<file path="src/rtl/logic_axi4_stream_packer.sv">
// ---------------------------------------------------------------------------
// logic_axi4_stream_packer
//
// AXI4-Stream null-byte compactor. Bytes with tkeep=0 are dropped and the
// remaining bytes are repacked contiguously, LSB first. Every output beat is
// full except the final beat of a packet. A packet made only of null bytes
// still produces one tlast beat with tkeep=0, so the packet boundary is kept.
//
// Ports
//   aclk, areset_n          clock, asynchronous active-low reset
//   rx_t*                   AXI4-Stream slave  (tdata/tstrb/tkeep/tlast/
//                           tuser/tdest/tid, tvalid/tready)
//   tx_t*                   AXI4-Stream master (same signal set), with
//                           tkeep a low-aligned contiguous mask and
//                           tdata/tstrb zero in unused lanes
//
// Internals
//   A 2N-entry byte buffer {data, strb} plus a fill count. A tx handshake
//   shifts out min(cnt, N) bytes; an rx handshake in the same cycle appends
//   its kept bytes after the shift. Sideband is latched on the first beat of
//   each packet and held for all of its output beats.
// ---------------------------------------------------------------------------

// Per-lane output stage: a lane is live when its index is below the fill
// count (a full beat when cnt >= N); dead lanes are forced to zero.
module logic_axi4_stream_packer_lane #(
    parameter int CW   = 3,
    parameter int LANE = 0
) (
    input  logic [7:0]    data_i,
    input  logic          strb_i,
    input  logic [CW-1:0] cnt_i,
    output logic [7:0]    data_o,
    output logic          strb_o,
    output logic          keep_o
);
    assign keep_o = (cnt_i > CW'(LANE));
    assign data_o = keep_o ? data_i : 8'h00;
    assign strb_o = keep_o & strb_i;
endmodule

module logic_axi4_stream_packer #(
    parameter int TDATA_BYTES = 4,
    parameter int TUSER_WIDTH = 1,
    parameter int TDEST_WIDTH = 1,
    parameter int TID_WIDTH   = 1
) (
    input  logic                     aclk,
    input  logic                     areset_n,

    input  logic                     rx_tvalid,
    output logic                     rx_tready,
    input  logic                     rx_tlast,
    input  logic [TDATA_BYTES*8-1:0] rx_tdata,
    input  logic [TDATA_BYTES-1:0]   rx_tstrb,
    input  logic [TDATA_BYTES-1:0]   rx_tkeep,
    input  logic [TUSER_WIDTH-1:0]   rx_tuser,
    input  logic [TDEST_WIDTH-1:0]   rx_tdest,
    input  logic [TID_WIDTH-1:0]     rx_tid,

    output logic                     tx_tvalid,
    input  logic                     tx_tready,
    output logic                     tx_tlast,
    output logic [TDATA_BYTES*8-1:0] tx_tdata,
    output logic [TDATA_BYTES-1:0]   tx_tstrb,
    output logic [TDATA_BYTES-1:0]   tx_tkeep,
    output logic [TUSER_WIDTH-1:0]   tx_tuser,
    output logic [TDEST_WIDTH-1:0]   tx_tdest,
    output logic [TID_WIDTH-1:0]     tx_tid
);
    localparam int N  = TDATA_BYTES;
    localparam int B  = 2 * N;
    localparam int CW = $clog2(B + 1);
    localparam int IW = $clog2(B);

    logic [B-1:0][7:0]      dat_q, dat_d;
    logic [B-1:0]           stb_q, stb_d;
    logic [CW-1:0]          cnt_q, cnt_d;
    logic                   last_pend_q, last_pend_d;
    logic                   in_pkt_q, in_pkt_d;
    logic                   run_q;
    logic [TUSER_WIDTH-1:0] user_q, user_d;
    logic [TDEST_WIDTH-1:0] dest_q, dest_d;
    logic [TID_WIDTH-1:0]   id_q, id_d;

    logic          full;
    logic          tx_fire, rx_fire;
    logic [CW-1:0] sh, cnt_s, pos;
    logic [IW-1:0] idx;

    assign full      = (cnt_q >= CW'(N));
    assign tx_tvalid = full | last_pend_q;
    assign tx_tlast  = last_pend_q & (cnt_q <= CW'(N));
    assign tx_fire   = tx_tvalid & tx_tready;
    // run_q keeps rx_tready low while reset is asserted and for the first
    // edge after release. The tx_fire term lets a full buffer take a new beat
    // in the same cycle it drains, for one-beat-per-cycle throughput.
    assign rx_tready = run_q & ~last_pend_q & (~full | tx_fire);
    assign rx_fire   = rx_tvalid & rx_tready;

    assign tx_tuser = user_q;
    assign tx_tdest = dest_q;
    assign tx_tid   = id_q;

    for (genvar g = 0; g < N; g++) begin : g_lane
        logic_axi4_stream_packer_lane #(.CW(CW), .LANE(g)) u_lane (
            .data_i (dat_q[g]),
            .strb_i (stb_q[g]),
            .cnt_i  (cnt_q),
            .data_o (tx_tdata[8*g +: 8]),
            .strb_o (tx_tstrb[g]),
            .keep_o (tx_tkeep[g])
        );
    end

    always_comb begin
        dat_d       = dat_q;
        stb_d       = stb_q;
        last_pend_d = last_pend_q;
        in_pkt_d    = in_pkt_q;
        user_d      = user_q;
        dest_d      = dest_q;
        id_d        = id_q;
        idx         = '0;

        // Drain: shift down by the number of bytes the tx beat carried.
        sh = '0;
        if (tx_fire) sh = full ? CW'(N) : cnt_q;
        for (int i = 0; i < B; i++) begin
            if (i + int'(sh) < B) begin
                idx      = IW'(i + int'(sh));
                dat_d[i] = dat_q[idx];
                stb_d[i] = stb_q[idx];
            end else begin
                dat_d[i] = 8'h00;
                stb_d[i] = 1'b0;
            end
        end
        cnt_s = cnt_q - sh;
        if (tx_fire && tx_tlast) begin
            last_pend_d = 1'b0;
            in_pkt_d    = 1'b0;
        end

        // Fill: append kept bytes in ascending lane order after the drain.
        // Acceptance rules bound cnt_s + popcount(keep) to 2N-1.
        pos = cnt_s;
        if (rx_fire) begin
            for (int j = 0; j < N; j++) begin
                if (rx_tkeep[j]) begin
                    if (pos < CW'(B)) begin
                        idx        = IW'(pos);
                        dat_d[idx] = rx_tdata[8*j +: 8];
                        stb_d[idx] = rx_tstrb[j];
                    end
                    pos = pos + CW'(1);
                end
            end
            if (rx_tlast) last_pend_d = 1'b1;
            if (!in_pkt_q) begin
                in_pkt_d = 1'b1;
                user_d   = rx_tuser;
                dest_d   = rx_tdest;
                id_d     = rx_tid;
            end
        end
        cnt_d = pos;
    end

    always_ff @(posedge aclk or negedge areset_n) begin
        if (!areset_n) begin
            dat_q       <= '0;
            stb_q       <= '0;
            cnt_q       <= '0;
            last_pend_q <= 1'b0;
            in_pkt_q    <= 1'b0;
            run_q       <= 1'b0;
            user_q      <= '0;
            dest_q      <= '0;
            id_q        <= '0;
        end else begin
            dat_q       <= dat_d;
            stb_q       <= stb_d;
            cnt_q       <= cnt_d;
            last_pend_q <= last_pend_d;
            in_pkt_q    <= in_pkt_d;
            run_q       <= 1'b1;
            user_q      <= user_d;
            dest_q      <= dest_d;
            id_q        <= id_d;
        end
    end
endmodule

</file>
<file path="config.mk">
export PLATFORM = sky130hd
export DESIGN_NAME = logic_axi4_stream_packer
export DESIGN_NICKNAME = d
export VERILOG_FILES = /design/src/rtl/logic_axi4_stream_packer.sv
export SDC_FILE = /design/constraint.sdc
export NUM_CORES = 1
export LEC_CHECK = 0
export CAP_MARGIN = 20
export CORE_UTILIZATION = 61
export CTS_BUF_LIST = sky130_fd_sc_hd__clkbuf_8
export DETAILED_ROUTE_END_ITERATION = 16
export PLACE_DENSITY = 0.84
export SYNTH_ARGS = -nofsm -noshare
export SYNTH_HDL_FRONTEND = slang
export SYNTH_SLANG_ARGS = --single-unit
</file>
<file path="constraint.sdc">
create_clock -name aclk -period 6.8 [get_ports aclk]
set_input_delay 1.02 -clock aclk [delete_from_list [all_inputs] [get_ports aclk]]
set_output_delay 1.02 -clock aclk [all_outputs]
set_load 0.01 [all_outputs]
</file>
==> summary.txt <==
Run status
  • Status: finished clean

Global routing
  • Initial antenna violation count: 2
  • Busiest layer in global routing: met2
  • Vias in the first global route: 10.68k
  • First-pass GRT wire length: 64.16 mm
  • M2 GR Usage: 78.15%
  • GR Util All Layers: 52.79%
  • Grt met1 use: 62.47%
  • Pin count of the biggest net entering global routing: 52
  • GRT met3 Usage: 16.35%
  • Overflow after GRT: 0

Placement
  • Post-DP HPWL: 30.10 mm
  • Placed Cells incl. Taps: 1,463
  • Post-place setup slack: 0.4148 ns
  • Post-DP Area: 0.01088 mm^2
  • Port Buffers: 93
  • Final GP Congestion: 1.031

Finish
  • Layout Cells excl Fill: 1,484
  • Fill count: 1,340
  • # diodes: 0
  • Fin nets: 1,318
  • Area grow syn2layout: 12.46%
  • Final Cell Area: 0.01111 mm^2
  • Share of cells above drive strength 1: 13.56%

Critical path
  • R2R setup slack: 1.07 ns
  • CP Buf/Inv Count: 4
  • Cell Chain, Critical Path: clkdlybuf4s50_1, and4bb_2, and2_0, inv_1, fa_1, ha_1, mux2_2, ha_1, nand2b_1, o21ai_0, inv_1, ha_1, nand2_1, o21a_1, inv_1, a211oi_1, mux2i_1, or2_0, o221ai_1
  • CP endpoint kind: register
  • Crit Path Max Fanout: 10
  • Worst path slowest cell: fa_1
  • Critical path class: in2reg
  • Crit path launch type: primary input
  • CP required: 7.04 ns
  • Delay-heaviest family, CP: adder cells
  • Max incr delay on CP: 0.71 ns
  • Critical Path AT: 6.29 ns

Timing
  • Least-Margin Pin Slew: 1.199 ns
  • Unrepaired setup endpoints after global routing: no
  • Worst clock skew: 0.01261 ns
  • Final Cycle Share: 88.97%
  • Max Clock Freq: 165.3 MHz
  • Hold Vio Cnt, Final: 0
  • Setup_tns: 0 ns
  • Max Transition Viols Final: 0
  • # setup viols final: 0
  • Worst slew margin: 19.54%
  • Fin worst setup slack: 0.7500 ns
  • Tmin final: 6.050 ns

Detailed routing
  • Drt first pass iters: 7
  • Via count: 11.51k
  • DR WL/cell: 29.46 um
  • DRT Wirelength: 43.72 mm
  • Iter 0 DRT Violations: 1,569
  • Antenna-violating nets left: 0
  • Vias per cell: 7.753
  • Post-route DRC: 0

Pwr
  • Leakage power: 4.416 nW
  • VDD IR max: 0.4373 mV
  • Clock network fraction of total power: 6.1%
  • Switch Pwr: 0.003292 W
  • Power consumption: 0.006006 W
  • Pint: 0.002714 W
  • Cell Pwr Density: 540.6 mW/mm^2
  • Flop pwr share: 17.0%
  • Switching share of power: 54.81%
  • Combinational power share: 76.9%

Clocking
  • CTS Sinks: 82
  • Max Buffers Root-to-Sink: 2
  • H-tree Lvls: 3
  • Post-CTS Setup Inserts: 0
  • CTS tree: built
  • Num CTS Buffers: 9
  • # resized after CTS: 0
  • Hold buffer count at cts: 0
  • Clock slew at reported path FFs: 0.09 ns
  • Root buf cell: clkbuf_8
  • Worst-Skew Late Latency: 0.40 ns

Logic synthesis
  • FF+latch count, synth: 82
  • Post-synthesis cell type count: 75
  • Synth warn: 0
  • FFs w/ async S/R, synth: 100.0%
  • Top-area cell type share of the netlist area: 20.77%
  • Largest cells by area after synthesis: dfrtp_1, mux2i_1, mux2_2
  • Mapped Area: 0.009878 mm^2
  • Main flop type after synthesis: dfrtp_1
  • Post-synth EDFFs: 0
  • Synthesized area per cell: 8.005 um^2
  • Seq/Total Area, Yosys: 20.77%
  • Cell count after synthesis: 1,234
  • Area leader, netlist: dfrtp_1

Floorplan
  • Initial core utilization: 62.41%
  • Total die area: 0.01671 mm^2
  • Io pins: 94
  • Rows: 46
  • DIE HEIGHT: 129.3 um
  • Die W: 129.3 um
  • CORE AREA: 0.01583 mm^2

Worst hold path
  • Worst hold path class: reg2reg

Run
  • Max_cap viols: 0
-- state kept, by name, indices dropped and copies added (netlist names) --
name	cells
stb_q	8
dat_q	64
tx_tid	1
run_q	1
tx_tuser	1
cnt_q	4
last_pend_q	1
tx_tdest	1
in_pkt_q	1
-- metrics by stage --
step                util (%)  hold WS (ns)
floorplan                  -        0.4505
CTS                    69.88        0.4905
global placement       68.69        0.4597
finish                 70.19        0.4901
detailed placement     68.76        0.4675
global route           70.19        0.5194
-- worst paths after layout --
check                              startpoint  depth (start not counted)                  end
max reg2reg                cnt_q[2]$_DFF_PN0_                         18  dat_q[40]$_DFF_PN0_
min                        in_pkt_q$_DFF_PN0_                          1   in_pkt_q$_DFF_PN0_
max in group asynchronous            areset_n                          2   cnt_q[0]$_DFF_PN0_
max                                 tx_tready                         19  dat_q[40]$_DFF_PN0_
min reg2reg                in_pkt_q$_DFF_PN0_                          1   in_pkt_q$_DFF_PN0_
min in group asynchronous            areset_n                          1  dat_q[29]$_DFF_PN0_
-- final cells by class --
| class | instances | area (um^2) | area share [%] |
|---|---|---|---|
| well taps | 216 | 270.3 | 2.433 |
| inverters | 40 | 150.1 | 1.352 |
| multi-input cells | 998 | 7221 | 65.00 |
| flip-flops and latches | 82 | 2054 | 18.49 |
| clock buffers | 9 | 123.9 | 1.115 |
| repair buffers | 132 | 1236 | 11.13 |
| clock inverters | 7 | 53.80 | 0.4843 |
-- layer usage --
layer  routed length [um]  up-vias
li1                     -     4785
met4                 4194        2
met5                   11        -
met1                14670     5240
met3                 6212      324
met2                18630     1155
-- cell usage in the layout, fill, tap and decap left out, drive strengths merged, types with 21 or more instances in the layout --
master / instances
nor2: 85
o211ai: 28
nor2b: 22
dfrtp: 82
nand2b: 27
o22ai: 47
inv: 41
buf: 40
clkdlybuf4s50: 92
o221ai: 72
mux2i: 103
a21oi: 65
a31oi: 36
nand2: 139
nand3: 21
mux2: 74
o21ai: 73
-- Yosys cell counts, drive strengths merged, types with 3 or more instances --
| master | number |
|---|---|
| a21oi | 65 |
| o41ai | 8 |
| clkbuf | 74 |
| a211oi | 3 |
| dfrtp | 82 |
| xor2 | 4 |
| a31oi | 36 |
| nand2 | 139 |
| a22oi | 10 |
| o2111ai | 3 |
| o211ai | 28 |
| nand4 | 11 |
| xnor2 | 9 |
| and3b | 3 |
| mux2 | 74 |
| o21a | 3 |
| nand3 | 21 |
| a32oi | 10 |
| o21ai | 73 |
| a21o | 3 |
| ha | 6 |
| nor3b | 3 |
| nor3 | 15 |
| and2 | 19 |
| or3 | 4 |
| nand2b | 27 |
| xnor3 | 3 |
| a2bb2oi | 8 |
| a221oi | 19 |
| o221ai | 72 |
| nor2 | 85 |
| or2 | 6 |
| and3 | 4 |
| o22ai | 47 |
| o32a | 7 |
| mux2i | 103 |
| inv | 39 |
| nor2b | 22 |
| buf | 41 |
| mux4 | 18 |
-- cell families (layout without fill, tap and decap cells) --
family	after synthesis	in the layout	synth area share [%]
xor gates and xnor gates	17	17	2.077
buffers and inverters	155	188	6.434
muxes	195	195	22.98
AOI/OAI and AO/OA	408	408	28.80
and+or+nand+nor	369	369	17.94
other	1	2	0.03796
adders and majority gates	7	7	0.9626
DFF	82	82	20.77
-- power groups by stage --
stage	Sequential (W)	Combinational (W)	Clock, W
final	0.00102	0.00462	0.000364
after floorplan	0.000868	0.00312	0
after detailed placement	0.00100	0.00438	0
after CTS	0.000991	0.00440	0.000352
after global routing	0.00103	0.00487	0.000372
after global placement	0.000995	0.00431	0
(Power assumes the default switching activity.)
